$ cat src/rtl/mips_inst_injector.sv
// External-instruction feeder for the MIPS multicycle core: a DEPTH-word program
// store loaded over valid/ready, issued one word per core fetch, once or looped.
module mips_inst_injector #(
  parameter int unsigned          DATA_W      = 32,
  parameter int unsigned          DEPTH       = 16,
  parameter int unsigned          STATE_W     = 4,
  parameter logic [STATE_W-1:0]   FETCH_STATE = '0,
  parameter logic [DATA_W-1:0]    NOP_INST    = '0,
  parameter int unsigned          CNT_W       = 16,
  localparam int unsigned         LVL_W       = $clog2(DEPTH) + 1
) (
  input  logic               clk,
  input  logic               rst,
  input  logic               wr_valid,
  output logic               wr_ready,
  input  logic [DATA_W-1:0]  wr_data,
  input  logic               clear,
  input  logic               start,
  input  logic               abort,
  input  logic               mode,
  input  logic [STATE_W-1:0] current_state,
  output logic [DATA_W-1:0]  ext_inst,
  output logic               ext_inst_en,
  output logic [LVL_W-1:0]   level,
  output logic [CNT_W-1:0]   issued_count,
  output logic [CNT_W-1:0]   loop_count,
  output logic               busy,
  output logic               done
);

  localparam int unsigned      PTR_W   = $clog2(DEPTH);
  localparam logic [LVL_W-1:0] DEPTH_L = LVL_W'(DEPTH);

  typedef enum logic [1:0] {
    ST_IDLE,
    ST_RUN,
    ST_DONE
  } state_e;

  state_e             state_q;
  logic [DATA_W-1:0]  mem_q [DEPTH];
  logic [PTR_W-1:0]   wr_ptr_q;
  logic [PTR_W-1:0]   rd_ptr_q;
  logic [LVL_W-1:0]   level_q;
  logic               mode_q;
  logic [STATE_W-1:0] prev_state_q;
  logic [DATA_W-1:0]  ext_inst_q;
  logic               ext_inst_en_q;
  logic [CNT_W-1:0]   issued_q;
  logic [CNT_W-1:0]   loop_q;

  logic               consume;
  logic               wr_fire;
  logic               at_last;
  logic [PTR_W-1:0]   rd_ptr_inc;

  // The core has taken the presented word when it leaves its fetch state.
  assign consume    = (prev_state_q == FETCH_STATE) && (current_state != FETCH_STATE);
  assign wr_ready   = (state_q == ST_IDLE) && (level_q < DEPTH_L);
  assign wr_fire    = wr_valid && wr_ready && !clear;
  assign at_last    = ({1'b0, rd_ptr_q} == (level_q - LVL_W'(1)));
  assign rd_ptr_inc = rd_ptr_q + PTR_W'(1);

  // NOTE: the storage array is deliberately not reset so it can map onto RAM;
  // entries are only ever read below level, so stale contents are harmless.
  always_ff @(posedge clk) begin
    if (wr_fire) begin
      mem_q[wr_ptr_q] <= wr_data;
    end
  end

  // NOTE: all state is updated with non-blocking assignments so every branch
  // below sees the pre-edge values of the registers it reads.
  always_ff @(posedge clk) begin
    if (rst) begin
      state_q       <= ST_IDLE;
      wr_ptr_q      <= '0;
      rd_ptr_q      <= '0;
      level_q       <= '0;
      mode_q        <= 1'b0;
      prev_state_q  <= FETCH_STATE ^ STATE_W'(1);
      ext_inst_q    <= NOP_INST;
      ext_inst_en_q <= 1'b0;
      issued_q      <= '0;
      loop_q        <= '0;
    end else begin
      prev_state_q <= current_state;

      if (wr_fire) begin
        wr_ptr_q <= wr_ptr_q + PTR_W'(1);
        level_q  <= level_q + LVL_W'(1);
      end

      unique case (state_q)
        ST_IDLE, ST_DONE: begin
          if (clear) begin
            state_q       <= ST_IDLE;
            wr_ptr_q      <= '0;
            rd_ptr_q      <= '0;
            level_q       <= '0;
            ext_inst_q    <= NOP_INST;
            ext_inst_en_q <= 1'b0;
          end else if ((state_q == ST_DONE) && abort) begin
            state_q       <= ST_IDLE;
            ext_inst_q    <= NOP_INST;
            ext_inst_en_q <= 1'b0;
          end else if (start && (level_q != '0)) begin
            state_q       <= ST_RUN;
            mode_q        <= mode;
            rd_ptr_q      <= '0;
            issued_q      <= '0;
            loop_q        <= '0;
            ext_inst_q    <= mem_q[0];
            ext_inst_en_q <= 1'b1;
          end
        end

        ST_RUN: begin
          if (abort) begin
            state_q       <= ST_IDLE;
            ext_inst_q    <= NOP_INST;
            ext_inst_en_q <= 1'b0;
          end else if (consume) begin
            issued_q <= (issued_q == '1) ? issued_q : issued_q + CNT_W'(1);
            if (!at_last) begin
              rd_ptr_q   <= rd_ptr_inc;
              ext_inst_q <= mem_q[rd_ptr_inc];
            end else if (mode_q) begin
              rd_ptr_q   <= '0;
              ext_inst_q <= mem_q[0];
              loop_q     <= (loop_q == '1) ? loop_q : loop_q + CNT_W'(1);
            end else begin
              state_q    <= ST_DONE;
              ext_inst_q <= NOP_INST;
            end
          end
        end

        default: state_q <= ST_IDLE;
      endcase
    end
  end

  assign ext_inst     = ext_inst_q;
  assign ext_inst_en  = ext_inst_en_q;
  assign level        = level_q;
  assign issued_count = issued_q;
  assign loop_count   = loop_q;
  assign busy         = (state_q == ST_RUN);
  assign done         = (state_q == ST_DONE);

endmodule

$ cat config.mk
export PLATFORM = sky130hd
export DESIGN_NAME = mips_inst_injector
export DESIGN_NICKNAME = d
export VERILOG_FILES = /design/src/rtl/mips_inst_injector.sv
export SDC_FILE = /design/constraint.sdc
export NUM_CORES = 1
export LEC_CHECK = 0
export CAP_MARGIN = 20
export CORE_MARGIN = 1.5
export CORE_UTILIZATION = 41
export CTS_CLUSTER_DIAMETER = 50
export DETAILED_ROUTE_END_ITERATION = 10
export GPL_TIMING_DRIVEN = 1
export PLACE_DENSITY_LB_ADDON = 0.2
export SLEW_MARGIN = 30
export SYNTH_ARGS = -nofsm -noshare
export SYNTH_HDL_FRONTEND = slang
export SYNTH_SLANG_ARGS = --single-unit
$ cat constraint.sdc
create_clock -name clk -period 5.1 [get_ports clk]
set_clock_uncertainty 0.1 [all_clocks]
set_input_delay 1.02 -clock clk [delete_from_list [all_inputs] [get_ports clk]]
set_output_delay 1.02 -clock clk [all_outputs]
set_load 0.005 [all_outputs]
=== Yosys cells after proc, flatten, opt, wreduce, memory -nomap -nowiden ===
Memories as Yosys holds them, arrays and structs flattened.
Index checks and enable logic that the tools add are counted.

* Word-level logic and storage cells: 112
* RAM bits: 512
* Memories kept: 1
* Register bits after elaboration: 85
* Output and inout port bits: 73
* Input bits: 43

* $lt $le $gt $ge: 1
* Equality and inequality tests: 22
* Add/subtract/negate cells: 6
* Bitwise logic cells: 2
* Mux-type cells: 50
* Reductions and logical operators: 20

{| class="wikitable"
|+ Memory list
! memory !! depth !! width !! read ports !! clocked after Yosys merged registers in !! wr ports !! RTL line !! text
|-
| mem_q || 16 || 32 || 2 || 0 || 1 || 41 || <nowiki>logic [DATA_W-1:0] mem_q [DEPTH];</nowiki>
|}

{| class="wikitable"
|+ Operator list
! operator !! count
|-
| two-way mux 32 bit || 7
|-
| two-way mux 16 bit || 11
|-
| one-hot mux 16 bit (2 select lines) || 2
|-
| one-hot mux 32 bit (2 select lines) || 1
|-
| two-way mux 4 bit || 10
|-
| adder 16 x 1 -> 16 bit (second input constant) || 2
|-
| == test 16 bit (second input constant) || 2
|-
| two-way mux 5 bit || 3
|-
| two-way mux 2 bit || 7
|-
| inequality test 2 bit (second input constant) || 7
|-
| inequality test 3 bit (second input constant) || 4
|-
| AND reduction 9 bit || 1
|-
| adder 4 x 1 -> 4 bit (second input constant) || 2
|-
| one-hot mux 4 bit (2 select lines) || 1
|-
| AND reduction 4 bit || 2
|-
| AND reduction 7 bit || 1
|-
| logical AND 1 bit || 6
|-
| two-way mux 1 bit || 6
|-
| inequality test 2 x 1 -> 1 bit (second input constant) || 3
|-
| inequality test 3 x 2 -> 1 bit (second input constant) || 2
|-
| AND reduction 3 bit || 2
|-
| AND reduction 6 bit || 1
|-
| adder 5 x 1 -> 5 bit (second input constant) || 1
|-
| == test 4 x 5 -> 1 bit || 1
|-
| other kinds (15) || 16
|}

=== Depth between registers and ports, before layout ===
* Word-level depth: 7
* Gate-level depth with buffers: 10
* Mapped depth without buffers: 8

=== Worst setup path before layout ===
No wires, ideal clock.

* Path kind: in2reg
* Start point: in clear
* End point: mem mem_q[0][0] (enable)
* Library setup time: 0.502 ns
* Path buffers: 0
* Required time: 4.498 ns
* Arrival: 4.392 ns
* Setup slack: 0.106 ns
* Stages on the path: 3
* Cell sequence: nor2_1 nand3_1 nor4_1

* Word-level cells in the longest chain between the ends: 4

{| class="wikitable"
|+ Ends and longest elaborated chain
! item !! RTL line !! text
|-
| from (decl) || 17 || <nowiki>input logic clear,</nowiki>
|-
| logical NOT 1 bit || 60 || <nowiki>assign wr_fire = wr_valid && wr_ready && !clear;</nowiki>
|-
| logical AND 1 bit || 60 ||
|-
| two-way mux 1 bit || 67 || <nowiki>if (wr_fire) begin</nowiki>
|-
| two-way mux 1 bit (not written as such) || 68 || <nowiki>mem_q[wr_ptr_q] <= wr_data;</nowiki>
|-
| to (decl) || 41 ||
|}

No other way between the ends.

=== Worst setup path after layout ===
* Start point: reg rd_ptr_q[0]
* End point: reg ext_inst_q[31], in the netlist ext_inst[31]

* Word-level cells in the longest chain between the ends: 6
* Elaborated cells on any way between the ends: 7
* Those cells by class: add/sub (1); eq/ne (1); mux (4); memory (1)

{| class="wikitable"
|+ Ends and longest elaborated chain
! item !! RTL line !! text
|-
| from (decl) || 43 || <nowiki>logic [PTR_W-1:0] rd_ptr_q;</nowiki>
|-
| from (signal assigned) || 126 || <nowiki>rd_ptr_q <= rd_ptr_inc;</nowiki>
|-
| adder 4 x 1 -> 4 bit || 62 || <nowiki>assign rd_ptr_inc = rd_ptr_q + PTR_W'(1);</nowiki>
|-
| memory (16 x 32 bit) || -- ||
|-
| two-way mux 32 bit (*) || 125 || <nowiki>if (!at_last) begin</nowiki>
|-
| two-way mux 32 bit (*) || 123 || <nowiki>end else if (consume) begin</nowiki>
|-
| two-way mux 32 bit (*) || 119 || <nowiki>if (abort) begin</nowiki>
|-
| one-hot mux 32 bit (2 select lines) (*) || 94 || <nowiki>unique case (state_q)</nowiki>
|-
| to (signal assigned) || 113 || <nowiki>ext_inst_q <= mem_q[0];</nowiki>
|-
| to (signal assigned) || 127 || <nowiki>ext_inst_q <= mem_q[rd_ptr_inc];</nowiki>
|-
| to (signal assigned) || 130 || <nowiki>ext_inst_q <= mem_q[0];</nowiki>
|-
| to (decl) || 47 || <nowiki>logic [DATA_W-1:0] ext_inst_q;</nowiki>
|}

Every way passes the cells marked *; elsewhere a longest branch is shown, timed or not. The select of a mux whose other input is x is not followed.
A chain may end at the register's enable or synchronous reset.

==> impl.org <==
** Status
- The run finished with clean final reports.

** Power and ir drop
- Power spread over the standard cell area amounts to 375 nW/µm².
- In this run the static leakage power is 0.00883 µW.
- The internal portion of the total power is 8420 µW.
- Switching Fraction :: 20.4%
- Net Switching :: 2160 µW
- Sequential cells account for 50.6% of the total power.
- VDD sags by at most 210 µV.
- Combinational power share :: 2.4%
- Per report_power, the clock group accounts for 47.0% of the total.

** Min path
- The worst hold path terminates at ext_inst[31].
- Min-delay src :: ext_inst[31]
- Worst hold-check path type :: flip-flop to flip-flop
- Number of cells on the worst hold path :: 2

** Synth
- Cell taking the most area after synthesis :: sky130_fd_sc_hd__edfxtp_1
- The mapped netlist covers 23,600 µm².
- Synthesis instantiated 56 different standard cells from the library.
- Post-synth top flop :: sky130_fd_sc_hd__edfxtp_1
- Number of enable-type register cells in the synthesized netlist :: 512
- Sequential element share of the synthesized area :: 72.3%
- Flip-flop and latch count after synthesis :: 597
- Counting every instance in the synthesized netlist gives 1,368.
- Number of nets produced by synthesis :: 1,420
- Area contributors post-synth :: sky130_fd_sc_hd__edfxtp_1 (65%), sky130_fd_sc_hd__mux4_2 (12%), sky130_fd_sc_hd__dfxtp_1 (7.2%), sky130_fd_sc_hd__a211oi_1 (2.1%), sky130_fd_sc_hd__nor3_1 (1.7%)
- After synthesis, the most frequently instantiated cells are sky130_fd_sc_hd__edfxtp_1 (512), sky130_fd_sc_hd__mux4_2 (128), sky130_fd_sc_hd__nand2_1 (95).
- The share of synthesized area in the top cell type comes to 65.1%.
- Cell with the most instances after synthesis :: sky130_fd_sc_hd__edfxtp_1
- Counting flops with an async set or reset pin after synthesis yields a share of 0%.
- Warnings, synthesis :: 0
- Average instance area after synthesis :: 17.3 µm²

** Drt
- Post-route DRC :: 0
- Count of antenna-violating nets left after detailed routing :: 0
- Per-cell routed wire length :: 22.9 µm
- First DRT Iteration DRCs :: 935
- Detailed-route wire length :: 53.4 mm
- First drt pass iteration count :: 5
- After detailed routing, the number of vias per cell comes to 5.51.
- The detailed router placed 12,800 vias in this run.

** Setup path
- Setup slack on the worst reg-to-reg path comes out at 1.69 ns.
- Largest incremental delay on the critical path :: 0.74 ns
- CP startpoint kind :: flip-flop
- Critical path class :: flip-flop to flip-flop
- Critical path fanouts, max :: 92
- Counting cells, the worst reg-to-reg path comes to 8.
- STA puts the critical path data arrival time at 3.77 ns.
- Capture point of the worst reg-to-reg path :: ext_inst[31]
- The worst setup path is captured at a flip-flop.
- The critical path goes through buf_12 -> buf_4 -> mux4_2 -> and2_1 -> a211oi_1 -> nor3_1 -> a211oi_1 -> nor3_1.
- The slowest stage of the critical path is the sky130_fd_sc_hd__buf_4 cell.
- Origin of the critical flop-to-flop path :: rd_ptr_q[0]
- Data on the critical path is required at its endpoint by 5.46 ns.

** Place
- At the end of routability-driven placement, the weighted congestion stood at 0.765.
- Number of port buffers :: 115
- Cell area reported after detailed placement :: 25,900 µm²
- Detailed placement finished with a half-perimeter wire length of 30.0 mm.

** STA
- The worst pin sits at a relative slew slack of 34.8%.
- The routed design could run at a clock period as short as 3.41 ns.
- Setup violation total in the final timing report :: 0
- For the pin with the worst max-slew slack, the measured transition is 0.978 ns.
- The final-report max-slew violation count is 0.
- The number of failing hold endpoints at the final stage is 0.
- After layout, the worst path uses 66.9% of the clock period.
- After routing, the total negative slack on setup checks comes to 0 ns.
- Timing-limited maximum frequency :: 0.293 GHz
- Setup repair after global routing left no endpoint under its margin.

** Layout
- Signed area change from the synthesized netlist to the final layout :: 19.5%
- Summing all multi-input logic gate instances after layout gives 6320 µm².
- At the end of the flow, the number of nets in the layout was 1,572.
- Summing all non-filler instances in the final layout gives an area of 28,200 µm².
- The number of antenna diodes in the final layout is 0.
- Proportion of layout cells with a drive suffix above 1 :: 20.3%
- Filler instances :: 4,728
- Area occupied by registers :: 17,100 µm²
- Cells fill 49.8% of the core in the end.

** GRT
- The number of antenna violations at the first check in global routing was 2.
- Total overflow reported by the global router :: 0
- Grt met3 use :: 3.46%
- Busiest metal layer after global routing :: met2
- The number of global-route vias before repair came to 13,200.
- Combined global-route utilization of all metal layers :: 18.3%
- For this run, global-route usage on met1 was measured as 25.7%.
- For met2 alone, demand over resource in global routing was 29.6%.
- Wire length of the first global-routing pass :: 81.4 mm
- Pin count of the biggest net entering global routing :: 93

** Floorplanning
- Floorplan die height :: 243 µm
- Number of cell rows :: 87
- Initial cell density of the core :: 41.7%
- The die covers 59,000 µm².
- Core region area :: 56,600 µm²
- Die Span X :: 243 µm
- Pin placement for this block handled 116 I/O pins.

** Clocking
- Sinks on Clock Net :: 597
- Maximum buffer depth of the clock tree :: 3
- Buffers inserted during post-CTS setup optimization :: 0
- Clock tree synthesis inserted a total of 69 buffers.
- The later pin in the worst-skew pair is clocked with a latency of 0.59 ns.
- The number of hold buffers added after CTS was 0.
- Clock-pin slew was measured on the worst setup and hold paths at 0.06 ns.
- The H-tree was split into 3 levels.
- Total of cells resized after clock tree synthesis :: 0
- Buffer type at the clock tree root :: sky130_fd_sc_hd__clkbuf_16
- TritonCTS built the clock tree.

** Job
- Across the run, the number of max-cap violations was 0.
-- metrics by stage --
stage               power, µW  hold slack, ns  std cells  worst slack [ns]
finish                  10600           0.394       2332              1.69
global route            10900           0.409       2332              1.33
CTS                     10700           0.394       2331              1.48
detailed placement       5720           0.382       2204              1.18
global placement         5710           0.379       2204              1.23
floorplan                5540           0.376       1368             0.106
-- critical path: cells and delay by family (launching register included) --
kind / cells / cell delay, ns
AOI/OAI and AO/OA: 2 / 0.58
DFF: 1 / 0.38
muxes: 1 / 0.60
and+or+nand+nor: 3 / 0.35
buffers and inverters: 2 / 1.26
-- cell families (layout without fill, tap and decap cells) --
| family | count (synthesis) | count (layout) | share of synthesized area [%] |
|---|---|---|---|
| buffers and inverters | 95 | 303 | 1.69 |
| adder cells (fa/ha/maj) | 9 | 9 | 0.477 |
| flip-flops | 597 | 597 | 72.3 |
| AO/OA/AOI/OAI | 122 | 122 | 3.83 |
| XOR/XNOR | 32 | 32 | 1.19 |
| multiplexers | 130 | 130 | 12.3 |
| AND/OR/NAND/NOR | 383 | 383 | 8.17 |
-- worst max-delay path by stage --
stage,startpoint,to,depth (start not counted)
2_1_floorplan,clear,mem_q[0][0],3
3_3_place_gp,abort,loop_count[7],7
3_5_place_dp,current_state[1],ext_inst[6],8
4_1_cts,rd_ptr_q[0],ext_inst[25],8
5_1_grt,rd_ptr_q[0],ext_inst[25],8
6_report,rd_ptr_q[0],ext_inst[31],8
-- cell usage in the layout, fill, tap and decap left out, drive strengths merged, types with 3 or more instances in the layout --
master	Yosys	final
nand2	95	95
o21ai	8	8
or2	3	3
or4	9	9
buf	36	46
nor4	8	8
clkbuf	43	84
inv	16	28
dfxtp	85	85
clkinv	0	22
xnor2	12	12
bufinv	0	7
nand4	9	9
and3	36	36
clkdlybuf4s50	0	114
xor2	20	20
ha	9	9
nand2b	5	5
o31ai	7	7
a211oi	67	67
nor2	71	71
edfxtp	512	512
nor2b	5	5
mux4	128	128
and2	33	33
nor3	80	80
nand3	16	16
or3	7	7
a21oi	22	22
-- registers in the layout, summed over array words and instances, names as in the netlist --
| signal | count |
|---|---|
| ext_inst | 32 |
| ext_inst_en | 1 |
| issued_count | 16 |
| level | 5 |
| loop_count | 16 |
| mem_q | 512 |
| mode_q | 1 |
| prev_state_q | 4 |
| rd_ptr_q | 4 |
| state_q | 2 |
| wr_ptr_q | 4 |
-- final cells by class --
class / instances / area share (%)
Multi-Input combinational cell: 676 / 22.4
Inverter: 16 / 0.213
Tap cell: 756 / 3.35
Timing Repair Buffer: 160 / 5.31
Clock buffer: 84 / 6.61
Sequential cell: 597 / 60.6
Clock inverter: 43 / 1.57
-- power by group through the flow --
stage / sequential, µW / clock (µW) / combinational (µW)
3_3_place_gp: 5460 / 0 / 253
5_1_grt: 5350 / 5270 / 281
4_1_cts: 5350 / 5080 / 261
6_report: 5350 / 4980 / 256
3_5_place_dp: 5460 / 0 / 260
2_1_floorplan: 5450 / 0 / 87.2
-- metal layers --
layer	up-vias	share of wire [%]
met5	-	0.024
met4	2	1.6
met3	68	5.2
met2	341	48
met1	6683	45
li1	5749	-
Power figures use the tool's default switching activity.
